$ cat src/rtl/stepper_pkg.sv
// Shared types and default parameters for the multi-channel stepper pulse generator.
package stepper_pkg;

    typedef enum logic [1:0] {
        IDLE  = 2'd0,
        SETUP = 2'd1,
        HIGH  = 2'd2,
        LOW   = 2'd3
    } stepper_state_t;

    localparam int DEF_NUM_CH     = 2;
    localparam int DEF_COUNT_W    = 16;
    localparam int DEF_HIGH_TICKS = 4;
    localparam int DEF_LOW_TICKS  = 4;
    localparam int DEF_POS_W      = 24;

    // The phase counter only has to reach the longer phase length minus one.
    function automatic int tick_cnt_width(input int high_ticks, input int low_ticks);
        int longest;
        longest = (high_ticks > low_ticks) ? high_ticks : low_ticks;
        return (longest > 1) ? $clog2(longest) : 1;
    endfunction

endpackage

$ cat src/rtl/stepper_channel.sv
// One stepper channel: IDLE/SETUP/HIGH/LOW sequencer with remaining-step and phase counters.
// STEPPER_POSITION_EN adds a signed, wrapping position counter.
module stepper_channel
    import stepper_pkg::*;
#(
    parameter int COUNT_W    = DEF_COUNT_W,
    parameter int HIGH_TICKS = DEF_HIGH_TICKS,
    parameter int LOW_TICKS  = DEF_LOW_TICKS
`ifdef STEPPER_POSITION_EN
    ,
    parameter int POS_W      = DEF_POS_W
`endif
) (
    input  logic               clk,
    input  logic               reset_n,
    input  logic               clk_en,
    input  logic               trigger,
    input  logic [COUNT_W-1:0] num_steps,
    input  logic               dir_in,
    input  logic               abort,
    output logic               step,
    output logic               dir,
    output logic               busy,
    output logic               done
`ifdef STEPPER_POSITION_EN
    ,
    output logic signed [POS_W-1:0] position
`endif
);

    localparam int                TICK_W    = tick_cnt_width(HIGH_TICKS, LOW_TICKS);
    localparam logic [TICK_W-1:0] HIGH_LAST = TICK_W'(HIGH_TICKS - 1);
    localparam logic [TICK_W-1:0] LOW_LAST  = TICK_W'(LOW_TICKS - 1);

    stepper_state_t     state_r;
    logic [TICK_W-1:0]  tick_cnt_r;
    logic [COUNT_W-1:0] remaining_r;
    logic               step_r;
    logic               dir_r;
    logic               busy_r;
    logic               done_r;
    logic               low_end_s;
    logic               last_step_s;
    logic               pulse_start_s;

    assign low_end_s     = (state_r == LOW) && (tick_cnt_r == LOW_LAST);
    assign last_step_s   = (remaining_r == COUNT_W'(1));
    // A pulse starts on SETUP->HIGH or LOW->HIGH, unless abort takes the tick.
    assign pulse_start_s = clk_en && !abort &&
                           ((state_r == SETUP) || (low_end_s && !last_step_s));

    // Channel sequencer; done is cleared on every clk so it is one cycle wide even with gapped ticks.
    always_ff @(posedge clk or negedge reset_n) begin
        if (!reset_n) begin
            state_r     <= IDLE;
            tick_cnt_r  <= {TICK_W{1'b0}};
            remaining_r <= {COUNT_W{1'b0}};
            step_r      <= 1'b0;
            dir_r       <= 1'b0;
            busy_r      <= 1'b0;
            done_r      <= 1'b0;
        end else begin
            done_r <= 1'b0;
            if (clk_en) begin
                if (abort) begin
                    state_r    <= IDLE;
                    tick_cnt_r <= {TICK_W{1'b0}};
                    step_r     <= 1'b0;
                    busy_r     <= 1'b0;
                end else begin
                    case (state_r)
                        IDLE: begin
                            if (trigger) begin
                                remaining_r <= num_steps;
                                dir_r       <= dir_in;
                                if (num_steps != {COUNT_W{1'b0}}) begin
                                    state_r <= SETUP;
                                    busy_r  <= 1'b1;
                                end else begin
                                    done_r  <= 1'b1;
                                end
                            end
                        end
                        SETUP: begin
                            state_r    <= HIGH;
                            tick_cnt_r <= {TICK_W{1'b0}};
                            step_r     <= 1'b1;
                        end
                        HIGH: begin
                            if (tick_cnt_r == HIGH_LAST) begin
                                state_r    <= LOW;
                                tick_cnt_r <= {TICK_W{1'b0}};
                                step_r     <= 1'b0;
                            end else begin
                                tick_cnt_r <= tick_cnt_r + TICK_W'(1);
                            end
                        end
                        LOW: begin
                            if (low_end_s) begin
                                tick_cnt_r  <= {TICK_W{1'b0}};
                                remaining_r <= remaining_r - COUNT_W'(1);
                                if (last_step_s) begin
                                    state_r <= IDLE;
                                    busy_r  <= 1'b0;
                                    done_r  <= 1'b1;
                                end else begin
                                    state_r <= HIGH;
                                    step_r  <= 1'b1;
                                end
                            end else begin
                                tick_cnt_r <= tick_cnt_r + TICK_W'(1);
                            end
                        end
                        default: begin
                            state_r    <= IDLE;
                            tick_cnt_r <= {TICK_W{1'b0}};
                            step_r     <= 1'b0;
                            busy_r     <= 1'b0;
                        end
                    endcase
                end
            end
        end
    end

    assign step = step_r;
    assign dir  = dir_r;
    assign busy = busy_r;
    assign done = done_r;

`ifdef STEPPER_POSITION_EN
    logic signed [POS_W-1:0] position_r;
    logic signed [POS_W-1:0] position_delta_s;

    // All-ones is -1, so a single adder covers both directions and wraps naturally.
    assign position_delta_s = dir_r ? POS_W'(1) : {POS_W{1'b1}};

    // Position counter advances once per started pulse, including pulses later truncated.
    always_ff @(posedge clk or negedge reset_n) begin
        if (!reset_n) begin
            position_r <= {POS_W{1'b0}};
        end else if (pulse_start_s) begin
            position_r <= position_r + position_delta_s;
        end else begin
            position_r <= position_r;
        end
    end

    assign position = position_r;
`endif

endmodule

$ cat src/rtl/stepper_pulse_gen.sv
// NUM_CH independent stepper channels sharing clk_en and abort.
// Define STEPPER_POSITION_EN to add the flattened signed position output.
module stepper_pulse_gen
    import stepper_pkg::*;
#(
    parameter int NUM_CH     = DEF_NUM_CH,
    parameter int COUNT_W    = DEF_COUNT_W,
    parameter int HIGH_TICKS = DEF_HIGH_TICKS,
    parameter int LOW_TICKS  = DEF_LOW_TICKS,
    parameter int POS_W      = DEF_POS_W
) (
    input  logic                      clk,
    input  logic                      reset_n,
    input  logic                      clk_en,
    input  logic [NUM_CH-1:0]         trigger,
    input  logic [NUM_CH*COUNT_W-1:0] num_steps,
    input  logic [NUM_CH-1:0]         dir_in,
    input  logic                      abort,
    output logic [NUM_CH-1:0]         step,
    output logic [NUM_CH-1:0]         dir,
    output logic [NUM_CH-1:0]         busy,
    output logic [NUM_CH-1:0]         done,
    output logic                      all_idle
`ifdef STEPPER_POSITION_EN
    ,
    output logic [NUM_CH*POS_W-1:0]   position
`endif
);

    for (genvar i = 0; i < NUM_CH; i++) begin : g_ch
        stepper_channel #(
            .COUNT_W    (COUNT_W),
            .HIGH_TICKS (HIGH_TICKS),
            .LOW_TICKS  (LOW_TICKS)
`ifdef STEPPER_POSITION_EN
            ,
            .POS_W      (POS_W)
`endif
        ) u_channel (
            .clk       (clk),
            .reset_n   (reset_n),
            .clk_en    (clk_en),
            .trigger   (trigger[i]),
            .num_steps (num_steps[i*COUNT_W +: COUNT_W]),
            .dir_in    (dir_in[i]),
            .abort     (abort),
            .step      (step[i]),
            .dir       (dir[i]),
            .busy      (busy[i]),
            .done      (done[i])
`ifdef STEPPER_POSITION_EN
            ,
            .position  (position[i*POS_W +: POS_W])
`endif
        );
    end

`ifndef STEPPER_POSITION_EN
    // POS_W only sizes the position counters; keep it referenced when they are absent.
    if (POS_W < 1) begin : g_pos_w_unused
    end
`endif

    assign all_idle = ~|busy;

endmodule
$ cat config.mk
export PLATFORM = sky130hd
export DESIGN_NAME = stepper_pulse_gen
export DESIGN_NICKNAME = d
export VERILOG_FILES = /design/src/rtl/stepper_pkg.sv /design/src/rtl/stepper_channel.sv /design/src/rtl/stepper_pulse_gen.sv
export SDC_FILE = /design/constraint.sdc
export NUM_CORES = 1
export LEC_CHECK = 0
export BUFFER_PORTS_ARGS = -buffer_cell sky130_fd_sc_hd__buf_2
export CORE_MARGIN = 2
export CORE_UTILIZATION = 27
export DETAILED_ROUTE_END_ITERATION = 12
export GPL_TIMING_DRIVEN = 1
export SYNTH_ARGS = -nofsm -noshare
export SYNTH_HDL_FRONTEND = slang
export SYNTH_HIERARCHICAL = 1
export SYNTH_SLANG_ARGS = --single-unit
$ cat constraint.sdc
create_clock -name clk -period 2.8 [get_ports clk]
set_clock_uncertainty 0.1 [all_clocks]
set_input_delay 0.14 -clock clk [delete_from_list [all_inputs] [get_ports clk]]
set_output_delay 0.14 -clock clk [all_outputs]
set_load 0.03 [all_outputs]
Word-level counts from Yosys, hierarchy flattened
Cells that the tools add are included.
{"block": "op_classes", "eq_ne": 26, "magnitude_cmp": 0, "reduce_logical": 26, "n_mul": 0, "n_mux": 64, "shifts": 0, "div_mod_pow": 0, "n_bitwise": 1, "add_sub_neg": 4}
{"op": "$mux W16", "count": 4}
{"op": "$pmux W16 S2", "count": 2}
{"op": "$mux W2", "count": 18}
{"op": "$eq A16 B1 Y1 const B", "count": 2}
{"op": "$reduce_bool A16 Y1", "count": 2}
{"op": "$sub A16 B1 Y16 const B", "count": 2}
{"op": "$mux W1", "count": 30}
{"op": "$reduce_and A5 Y1", "count": 6}
{"op": "$ne A3 B2 Y1 const B", "count": 8}
{"op": "$pmux W2 S4", "count": 2}
{"op": "$eq A2 B2 Y1 const B", "count": 6}
{"op": "$ne A3 B3 Y1 const B", "count": 4}
{"op": "$pmux W2 S3", "count": 2}
{"op": "$reduce_and A6 Y1", "count": 2}
{"op": "$pmux W1 S2", "count": 4}
{"op": "$reduce_and A4 Y1", "count": 2}
{"op": "$reduce_bool A4 Y1", "count": 2}
{"op": "$pmux W1 S3", "count": 2}
{"op": "$reduce_bool A3 Y1", "count": 2}
{"op": "$add A2 B1 Y2 const B", "count": 2}
{"op": "$eq A2 B1 Y1 const B", "count": 2}
{"op": "$logic_not A2 Y1", "count": 2}
{"op": "$ne A2 B1 Y1 const B", "count": 2}
{"op": "$ne A2 B2 Y1 const B", "count": 2}
{"op": "6 further kinds", "count": 9}
{"block": "totals", "inputBits": 40, "latch_bits": 0, "register_bits": 48, "memories": 0, "mem_bits_rw": 0, "elab_cells": 135, "out_inout_bits": 9, "rom_bits": 0}

Depth between registers and ports, before layout
Gate-level depths: netlist (run 1).
{"block": "logic_depth", "word_depth": 6, "mapped_depth": 7, "mapped_depth_nobuf": 6}

Cells and area by module
The synthesis (run 1) kept the hierarchy.
{"module": "stepper_channel (g_ch[1].u_channel)", "seq_area_each_um2": 600.6, "instances": 1, "area_per_inst_um2": 1739.2, "cells_each": 192}
{"module": "stepper_channel (g_ch[0].u_channel)", "seq_area_each_um2": 600.6, "instances": 1, "area_per_inst_um2": 1712.9, "cells_each": 195}
{"module": "stepper_pulse_gen", "seq_area_each_um2": 0.0, "instances": 1, "area_per_inst_um2": 3.8, "cells_each": 1}

Worst setup path after synthesis (run 1)
OpenSTA, ideal clock, no wires.
{"block": "synth_timing", "kind": "register to register", "startpoint": "reg g_ch[0].u_channel.remaining_r[9]", "endpoint": "reg g_ch[0].u_channel.remaining_r[13]", "setup_ns": 0.123, "required_ns": 2.577, "stages_incl_launch_ff": 6, "arrival_ns": 2.050, "path_slack_ns": 0.527, "path_buffers": 1, "synth_period_minus_slack_ns": 2.273, "path_cell_list": "dfrtp_1 > or3_1 > buf_2 > or4_4 > or4_1 > nor3b_1"}
{"block": "synth_between", "elab_chain_cells": 3}
{"item": "start, declared", "line_no": "stepper_channel.sv:37", "rtl": "logic [COUNT_W-1:0] remaining_r;"}
{"item": "start signal, assigned", "line_no": "stepper_channel.sv:57", "rtl": "remaining_r <= {COUNT_W{1'b0}};"}
{"item": "start signal, assigned", "line_no": "stepper_channel.sv:74", "rtl": "remaining_r <= num_steps;"}
{"item": "start signal, assigned", "line_no": "stepper_channel.sv:101", "rtl": "remaining_r <= remaining_r - COUNT_W'(1);"}
{"item": "$sub A16 B1 Y16", "line_no": "stepper_channel.sv:101"}
{"item": "$mux W16", "line_no": "stepper_channel.sv:99", "rtl": "if (low_end_s) begin"}
{"item": "$pmux W16 S2", "line_no": "stepper_channel.sv:71", "rtl": "case (state_r)"}
No other way between the ends. The select of a mux whose other input is x is not followed.
A chain may end at the register's enable or synchronous reset.

Worst setup path in the final report (run 1)
Ends and elaborated chain as after synthesis.

==> impl_results.md, run 1 <==
* RSZ-0062 raised after global routing: no
* Metal2 WL at 4750 um
* Hold Path Class: in2reg
* Max-Cap Viols at 0
* Crit-path leading delay family: simple AND/OR/NAND/NOR gates
* Slew @ Worst Pin at 0.595 ns
* Final TNS setup at 0 ns
* Clk buf depth at 2
* Post-CTS Setup Bufs at 0
* Area contributors post-synth: dfrtp_1 35%, ha_1 5.1%, mux2i_1 4.6%, nor4_1 4.5%, o21ai_0 3.5%
* Min cycle time layout at 2.35 ns
* Port bufs at 48
* Ports at 49
* Critical setup path kind: reg2reg
* Non-Filler Cell Area, Final at 0.00412 sq mm
* Unique cell type count in the Yosys netlist at 59
* Global Route Usage Sum at 15.1%
* Fraction of registers with async set/reset at 100%
* Comb pwr share at 45.5%
* Synth Cell Area at 0.00346 sq mm
* Routed wire length at 9970 um
* Critical path launch point type: flip-flop
* H-tree level count at 2
* Die extent in x at 117 um
* Worst reg2reg path depth at 4
* Area leader, netlist: dfrtp_1
* Area Growth Syn to Fin at 19.3%
* Core area at 0.0126 sq mm
* DR pass1 iterations at 5
* Via/cell ratio at 5.47
* Placement Cell Area at 0.00393 sq mm
* Top routing layer in use: met4
* Top_reg_cell synth: dfrtp_1
* Setup crit end kind: flip-flop
* Final ANT Viol Nets at 0
* Required @ worst endpoint at 2.88 ns
* Routed via count at 3,360
* Final Setup Violations at 0
* Sw Ratio at 43.9%
* Peak VDD IR at 0.314 mV
* Hold Slack at 0.00675 ns
* Iteration-0 DRC Markers at 316
* Placed wire-length estimate at 7370 um
* Reg power frac at 36.7%
* Reg2reg end: g_ch[0].u_channel/remaining_r[13]
* Clk_lat worst skew at 0.29 ns
* Status: complete, no violations
* Stages on the worst setup path at 4
* CP Capture Point: g_ch[0].u_channel/remaining_r[13]
* Area of the multi-input gates at 0.00212 sq mm
* Metal1 wirelength at 4560 um
* Top-area cell type share of the netlist area at 34.8%
* Overflow after GRT at 0
* CP max stage delay at 0.60 ns
* CP max stage cell: or4_4
* Number of global-route vias before repair at 3,198
* Slew margin rel. at 60.0%
* Critical path peak fanout at 6
* Die height at 117 um
* Number of synthesized flops with an enable pin at 0
* Synth warn at 6
* Post-cts sizing count at 0
* CTS Sinks at 48
* Fin cells at 614
* CTS tree: done
* DRC at 0
* Reported net switching power at 1.70 mW
* Pwr dens at 941 mW/mm^2
* Int Power at 2.17 mW
* Ant. Diodes at 0
* Root buffer selected by CTS: clkbuf_16
* Maximum clock frequency at 426 MHz
* Arr. time, crit path at 2.42 ns
* Final slew viol count at 0
* Clock network power share at 17.8%
* Post-Synthesis Cells at 388
* Final #Nets at 495
* Pin count of the biggest net entering global routing at 40
* Most common cell in the netlist: dfrtp_1
* Fillers at 1,305
* Mean area per synthesized cell at 8.91 sq um
* CP Cell Sequence: or3_1 > or4_4 > or4_1 > nor3b_1
* Reg-to-Reg Start: g_ch[0].u_channel/remaining_r[9]
* Placed instance count at 603
* DR WL met3 at 479 um
* Period utilisation layout at 83.8%
* First-pass GRT wire length at 16,500 um
* Initial Utilization at 27.5%
* Clock-pin slew on the worst setup and hold paths at 0.07 ns
* Synth cell count leaders: 48 x dfrtp_1, 25 x nor4_1, 24 x o21ai_0, 22 x nor2_1, 21 x nand2_1
* GP Congestion at 0.923
* Num CTS Buffers at 5
* Initial antenna violation count at 0
* Worst path bufs/invs at 0
* Area of the die at 0.0137 sq mm
* Leak pwr at 1.67 nW
* R2R Setup Slk at 0.45 ns
* FF+latch count, synth at 48
* Cell Rows at 41
* Syn Nets at 442
* Critical Path Start: g_ch[0].u_channel/remaining_r[9]
* Total power at 3.88 mW
* Final hold vios at 0
* Drt wl/cell at 16.2 um
* Register Area at 0.00120 sq mm
* Layout cell share with drive strength beyond 1 at 21.3%
* Sequential area share after synthesis at 34.8%
[state kept, by name, summed over array words and instances (netlist names)]
signal and flops:
g_ch.u_channel/done 2, g_ch.u_channel/tick_cnt_r 4, g_ch.u_channel/state_r 4, g_ch.u_channel/dir 2, g_ch.u_channel/remaining_r 32, g_ch.u_channel/step 2, g_ch.u_channel/busy 2
[power groups by stage]
stage	sequential, mW	combinational [mW]	clock, mW
floorplan	1.39	1.26	0
global placement	1.41	1.70	0
detailed placement	1.41	1.75	0
CTS	1.41	1.75	0.713
global route	1.49	1.95	0.738
finish	1.42	1.76	0.690
[cells in the final DEF (no fill, tap or decap), types with 4 or more instances in the layout]
| cell | n |
|---|---|
| mux2_2 | 4 |
| nand4_1 | 9 |
| o311ai_0 | 4 |
| o21bai_1 | 6 |
| a21oi_1 | 15 |
| and2_1 | 4 |
| buf_2 | 48 |
| o21ai_0 | 24 |
| buf_4 | 12 |
| nand2_1 | 21 |
| or3_1 | 7 |
| nor4_1 | 25 |
| nand2b_1 | 7 |
| nor3_1 | 12 |
| clkbuf_16 | 5 |
| o31ai_1 | 5 |
| ha_1 | 14 |
| dfrtp_1 | 48 |
| nand3_1 | 13 |
| or2_2 | 7 |
| o211ai_1 | 9 |
| or4_1 | 5 |
| nor2_1 | 22 |
| inv_1 | 14 |
| a41oi_1 | 4 |
| o22ai_1 | 13 |
| nor2b_1 | 5 |
| mux2i_1 | 16 |
| a22oi_1 | 10 |
[tightest hold or removal path, delay by kind of cell]
kind            cells  cell delay, ns
buf+inv             1            0.09
compound gates      2            0.12
[cell type report]
cell class                 instances  area share (%)
timing repair buffer              63            8.74
sequential                        48            29.1
clock inverter                     2           0.850
multi-input combinational        308            51.5
tap                              172            5.22
clock buffer                       6            3.13
inverter                          15            1.37
[worst min-delay path by stage]
stage,startpoint,endpoint,slack [ns],cells past startpoint
after floorplan,reset_n,g_ch[0].u_channel/busy,-0.26,0
after global placement,reset_n,g_ch[1].u_channel/remaining_r[0],-0.08,1
after detailed placement,reset_n,g_ch[1].u_channel/remaining_r[0],-0.09,1
after CTS,num_steps[7],g_ch[0].u_channel/remaining_r[7],0.002,3
after global routing,num_steps[20],g_ch[1].u_channel/remaining_r[4],0.02,3
final,num_steps[8],g_ch[0].u_channel/remaining_r[8],0.007,3
[what timing repair did]
action,CTS,global route
hold endpoints to repair,11,0
hold buffers,3,0
endpoints found under the setup margin,0,0
[metal layers]
layer  vias to the layer above  global-route usage (%)
li1                       1617                       -
met1                      1630                    21.1
met2                       101                    23.9
met3                        12                    2.37
met4                         0                    5.33
met5                         -                       0
[metrics by stage]
step                worst slack (ns)  utilization, %
global placement               0.493            31.2
floorplan                      0.527               -
CTS                            0.458            32.8
detailed placement             0.459            31.2
global route                   0.316            32.8
finish                         0.455            32.8
[cells by family (layout without fill, tap and decap cells)]
logic type / Yosys count / in the layout / share of synthesized area [%]
AND/OR/NAND/NOR: 162 / 162 / 28.3
flip-flops: 48 / 48 / 34.8
multiplexers: 20 / 20 / 5.94
AO/OA/AOI/OAI: 112 / 112 / 22.1
adder cells (fa/ha/maj): 14 / 14 / 5.07
buffers and inverters: 32 / 86 / 3.77
Power figures use the tool's default switching activity.
==> run 2, diff against run 1 <==
==> constraint.sdc (replaced) <==
create_clock -name clk -period 2 [get_ports clk]
set_clock_uncertainty 0.1 [all_clocks]
set_input_delay 0.1 -clock clk [delete_from_list [all_inputs] [get_ports clk]]
set_output_delay 0.1 -clock clk [all_outputs]
set_load 0.03 [all_outputs]
==> run 2 against run 1 <==
The run now ends with negative setup slack left. First-iteration DRC count decreased by 24%. Non-clock buffer count rose by 86. Register-to-register slack got worse by 0.54 ns. Clock-buffer cell count did not move. Routed wire length increased by 14%. Via count increased by 12%. Critical path depth did not move. Global-route usage is 1.3 points higher. Power increased by 68%. Worst hold slack improved by 0.0041 ns. Largest cell class unchanged.
==> impl_results.md, run 2 (same netlist as run 1, synthesis figures left out) <==
* Clock-pin slew on the worst setup and hold paths at 0.07 ns
* Failing checks: negative setup slack
* Drt wl/cell at 16.3 um
* Final ANT Viol Nets at 0
* DP Worst Slack at -0.241 ns
* Initial antenna violation count at 0
* Clk buf depth at 2
* Hold Slack at 0.0109 ns
* Cell Rows at 41
* Final slew viol count at 0
* Post-layout util at 40.3%
* Global Route Usage Sum at 16.4%
* DRC at 0
* Slew @ Worst Pin at 0.535 ns
* Number of global-route vias before repair at 3,752
* Overflow after GRT at 0
* Peak VDD IR at 0.655 mV
* Critical path peak fanout at 3
* Most frequent cells in the layout: 74 x buf_4, 49 x buf_2, 45 x dfrtp_1, 23 x o21ai_0, 22 x nor2_1
* Pwr dens at 1290 mW/mm^2
* Setup ws final at -0.0821 ns
* Final Setup Violations at 3
* Maximum clock frequency at 480 MHz
* Final hold vios at 0
* Area Growth Syn to Fin at 46.5%
* Largest registers: g_ch.u_channel/remaining_r x32, g_ch.u_channel/state_r x4, g_ch.u_channel/tick_cnt_r x4
* Placed wire-length estimate at 8070 um
* Slew margin rel. at 64.3%
* Via/cell ratio at 5.37
* Largest register FFs at 32
* GP Congestion at 0.862
* Leak pwr at 2.14 nW
* Root buffer selected by CTS: clkbuf_16
* Initial Utilization at 27.5%
* Setup crit end kind: flip-flop
* CTS Sinks at 48
* DR pass1 iterations at 4
* Routed via count at 3,759
* Most flops, register: g_ch.u_channel/remaining_r
* Num CTS Buffers at 5
* Die extent in x at 117 um
* Ports at 49
* Ant. Diodes at 0
* Final #Nets at 581
* Pin count of the biggest net entering global routing at 30
* Max-Cap Viols at 0
* Status: complete, but fails checks
* RSZ-0062 raised after global routing: yes
* Commonest non-fill, non-tap cell in the layout: buf_4
* Iteration-0 DRC Markers at 241
* Critical setup path kind: reg2reg
* H-tree level count at 2
* Port bufs at 48
* Required @ worst endpoint at 2.08 ns
* Hold Path Class: in2reg
* Area of the die at 0.0137 sq mm
* First-pass GRT wire length at 17,900 um
* Core area at 0.0126 sq mm
* Die height at 117 um
* Critical path launch point type: flip-flop
* Clk_lat worst skew at 0.29 ns
* Period utilisation layout at 104%
* Layout cell share with drive strength beyond 1 at 37.7%
* CTS tree: done
* Routed wire length at 11,400 um
* Arr. time, crit path at 2.17 ns
* Min cycle time layout at 2.08 ns
run 2: cell count changes in the layout (fill, tap and decap cells not counted), moves of 4 or more:
cell and delta:
buf_4 +62, nor4_2 +4, dlygate4sd3_1 +17, nor3_1 -5, nor4_1 -7, nor3_2 +4
run 2: routing by layer:
metal / track usage (%) / vias up / wire [um] / part of all wire, %
met5: 0 / - / 0 / 0
met4: 4.71 / 0 / 215 / 1.9
met3: 3.19 / 20 / 710 / 6.2
met2: 27.9 / 119 / 5520 / 48
met1: 21.3 / 1831 / 4960 / 43
li1: - / 1789 / - / -
run 2: path summary, 6_finish.rpt:
| kind | start | end | slack [ns] | depth (start not counted) |
|---|---|---|---|---|
| hold / removal | num_steps[3] | g_ch[0].u_channel/remaining_r[3] | 0.01 | 3 |
| setup / recovery | g_ch[0].u_channel/remaining_r[4] | g_ch[0].u_channel/remaining_r[13] | -0.08 | 4 |
| min in group asynchronous | reset_n | g_ch[1].u_channel/remaining_r[3] | 0.24 | 2 |
| setup reg to reg | g_ch[0].u_channel/remaining_r[4] | g_ch[0].u_channel/remaining_r[13] | -0.08 | 4 |
| max in group asynchronous | reset_n | g_ch[1].u_channel/state_r[1] | 1.00 | 3 |
| hold reg to reg | g_ch[0].u_channel/tick_cnt_r[1] | g_ch[0].u_channel/tick_cnt_r[1] | 0.39 | 2 |
run 2: layout make-up:
class / instances / area, sq um
clock buffers: 6 / 129
clock inverters: 2 / 35.0
fillers: 1242 / 7500
inverters: 15 / 56.3
multi-input cells: 308 / 2330
flip-flops and latches: 48 / 1200
well taps: 172 / 215
repair buffers: 149 / 1090
run 2: through the flow:
| stage | total power, mW | std cells | TNS, ns | instance area, sq um |
|---|---|---|---|---|
| 6_report | 6.53 | 700 | -0.189 | 5060 |
| 3_3_place_gp | 5.04 | 665 | -1.16 | 4450 |
| 2_1_floorplan | 3.75 | 388 | -0.225 | 3490 |
| 5_1_grt | 6.97 | 700 | -0.463 | 5060 |
| 3_5_place_dp | 5.14 | 665 | -2.58 | 4450 |
| 4_1_cts | 6.32 | 698 | -0.165 | 4920 |
run 2: critical path: stages, from the launching register on:
cell     delay (ns)
dfrtp_1        0.38
or3_4          0.40
or4_4          0.53
or4_1          0.40
nor3b_2        0.16
run 2: repair_timing:
item | in CTS | in global routing
setup endpoints to repair | 27 | 38
hold buffers | 20 | 0
gates resized for setup | 14 | 31
pin swaps | 7 | 3
setup buffers | 5 | 1
hold endpoints to repair | 38 | 0
gates cloned | 0 | 1
run 2: power breakdown:
part	internal (mW)	switching, mW
Combinational	1.79	1.93
Clock	0.589	0.382
Sequential	1.42	0.421
==> run 3, diff against run 2 <==
--- a/config.mk
+++ b/config.mk
@@ -6,7 +6,7 @@
 export NUM_CORES = 1
 export LEC_CHECK = 0
 export BUFFER_PORTS_ARGS = -buffer_cell sky130_fd_sc_hd__buf_2
-export CORE_MARGIN = 2
+export CORE_MARGIN = 1
 export CORE_UTILIZATION = 27
 export DETAILED_ROUTE_END_ITERATION = 12
 export GPL_TIMING_DRIVEN = 1
==> constraint.sdc (replaced) <==
create_clock -name clk -period 2 [get_ports clk]
set_clock_uncertainty 0.1 [all_clocks]
set_input_delay 0.3 -clock clk [delete_from_list [all_inputs] [get_ports clk]]
set_output_delay 0.3 -clock clk [all_outputs]
set_load 0.03 [all_outputs]
==> run 3 against run 2 <==
Sequential power decreased by 2%. Worst hold slack improved by 0.13 ns. Critical path type unchanged. Clock-buffer cell count fell by 1. The run still ends with negative setup slack left. Critical endpoint unchanged. Sequential cell count stayed put.
==> impl_results.md, run 3 (same netlist as run 1, synthesis figures left out) <==
* Routed wire length at 10,900 um
* Failing checks: negative setup slack
* Setup ws final at -0.124 ns
* Min cycle time layout at 2.12 ns
* Placement Cell Area at 0.00445 sq mm
* GP Congestion at 0.856
* Initial antenna violation count at 0
* Routed via count at 3,647
* Layout cell share with drive strength beyond 1 at 39.7%
* Setup crit end kind: flip-flop
* Root buffer selected by CTS: clkbuf_16
* Area of the multi-input gates at 0.00233 sq mm
* Fin cells at 677
* Most frequent cells in the layout: 79 x buf_4, 48 x buf_2, 45 x dfrtp_1, 23 x o21ai_0, 22 x nor2_1
* CP Cell Sequence: or2_2 > or4_4 > or4_1 > nor3b_2
* Non-Filler Cell Area, Final at 0.00485 sq mm
* Most flops, register: g_ch.u_channel/remaining_r
* Number of global-route vias before repair at 3,617
* Leak pwr at 2.05 nW
* Clock-pin slew on the worst setup and hold paths at 0.07 ns
* Largest register FFs at 32
* Commonest non-fill, non-tap cell in the layout: buf_4
* Drt wl/cell at 16.1 um
* Die extent in x at 115 um
* Final Setup Violations at 6
* Final ANT Viol Nets at 0
* Overflow after GRT at 0
* Peak VDD IR at 0.597 mV
* Worst reg2reg path depth at 4
* Area of the die at 0.0133 sq mm
* Period utilisation layout at 106%
* Largest registers: g_ch.u_channel/remaining_r x32, g_ch.u_channel/state_r x4, g_ch.u_channel/tick_cnt_r x4
* Port bufs at 48
* Required @ worst endpoint at 2.08 ns
* Global Route Usage Sum at 16.9%
* Cell Rows at 40
* Total power at 6.35 mW
* Final hold vios at 0
* RSZ-0062 raised after global routing: yes
* Iteration-0 DRC Markers at 194
* Fillers at 1,215
* First-pass GRT wire length at 17,700 um
* Maximum clock frequency at 471 MHz
* DRC at 0
* Pin count of the biggest net entering global routing at 29
* Critical path peak fanout at 4
* Placed instance count at 660
* Max-Cap Viols at 0
* Critical path launch point type: flip-flop
* Hold Path Class: in2reg
* Status: complete, but fails checks
* Final slew viol count at 0
* Num CTS Buffers at 5
* DR pass1 iterations at 5
* CP max stage cell: or4_4
* Slew margin rel. at 65.1%
* Final #Nets at 563
* Placed wire-length estimate at 8050 um
* Clk_lat worst skew at 0.29 ns
* H-tree level count at 2
* Initial Utilization at 28.2%
* Ports at 49
* Arr. time, crit path at 2.20 ns
* CTS Sinks at 48
* Area Growth Syn to Fin at 40.3%
* DP Worst Slack at -0.125 ns
* Critical setup path kind: reg2reg
* Slew @ Worst Pin at 0.523 ns
* CTS tree: done
* Ant. Diodes at 0
* Via/cell ratio at 5.39
* Die height at 115 um
* Register Area at 0.00120 sq mm
* Pwr dens at 1310 mW/mm^2
* Core area at 0.0123 sq mm
* CP max stage delay at 0.56 ns
* WHS Path Cells at 2
* Clk buf depth at 2
* R2R Setup Slk at -0.12 ns
==> run 3: cell type report <==
cell class                 count  share of cell area [%]
clock buffer                   5                    2.58
clock inverter                 2                   0.258
multi-input combinational    308                    48.2
inverter                      15                    1.16
timing repair buffer         131                    18.6
tap                          168                    4.34
sequential                    48                    24.9
==> run 3: final timing paths <==
path                                                  start                           endpoint
setup / recovery           g_ch[0].u_channel/remaining_r[0]  g_ch[0].u_channel/remaining_r[13]
hold / removal                                    dir_in[1]              g_ch[1].u_channel/dir
setup reg to reg           g_ch[0].u_channel/remaining_r[0]  g_ch[0].u_channel/remaining_r[13]
hold reg to reg             g_ch[0].u_channel/tick_cnt_r[1]    g_ch[0].u_channel/tick_cnt_r[1]
max in group asynchronous                           reset_n       g_ch[1].u_channel/state_r[1]
min in group asynchronous                           reset_n       g_ch[0].u_channel/state_r[1]
==> run 3: report_power, final <==
part           internal (mW)  total [mW]  switching [mW]
clock network          0.455       0.829           0.374
registers               1.42        1.80           0.376
logic                   1.77        3.72            1.95
total                   3.65        6.35            2.70
==> run 3: metrics by stage <==
| step | setup TNS (ns) | hold slack, ns | util, % |
|---|---|---|---|
| after global placement | -0.441 | 0.215 | 36.3 |
| after global routing | -1.03 | 0.142 | 39.5 |
| after detailed placement | -1.18 | 0.221 | 36.3 |
| final | -0.464 | 0.137 | 39.5 |
| after CTS | -0.371 | 0.136 | 38.2 |
| after floorplan | -0.225 | -0.0956 | - |
==> run 3: worst max-delay path: cells and delay by family (launching register included) <==
kind	cells	cell delay, ns
flip-flops	1	0.43
AND/OR/NAND/NOR	4	1.48
==> run 3: timing repair <==
action,CTS,global route
hold endpoints to repair,20,0
setup buffers,3,6
resized for setup,15,29
hold buffers,1,0
pin swaps,4,7
endpoints found under the setup margin,28,35
==> run 3: routing by layer <==
layer  global-route usage (%)  wire, um
met5                        0         0
met4                     5.11       203
met3                     3.16       539
met2                     29.0      5310
met1                     21.6      4830
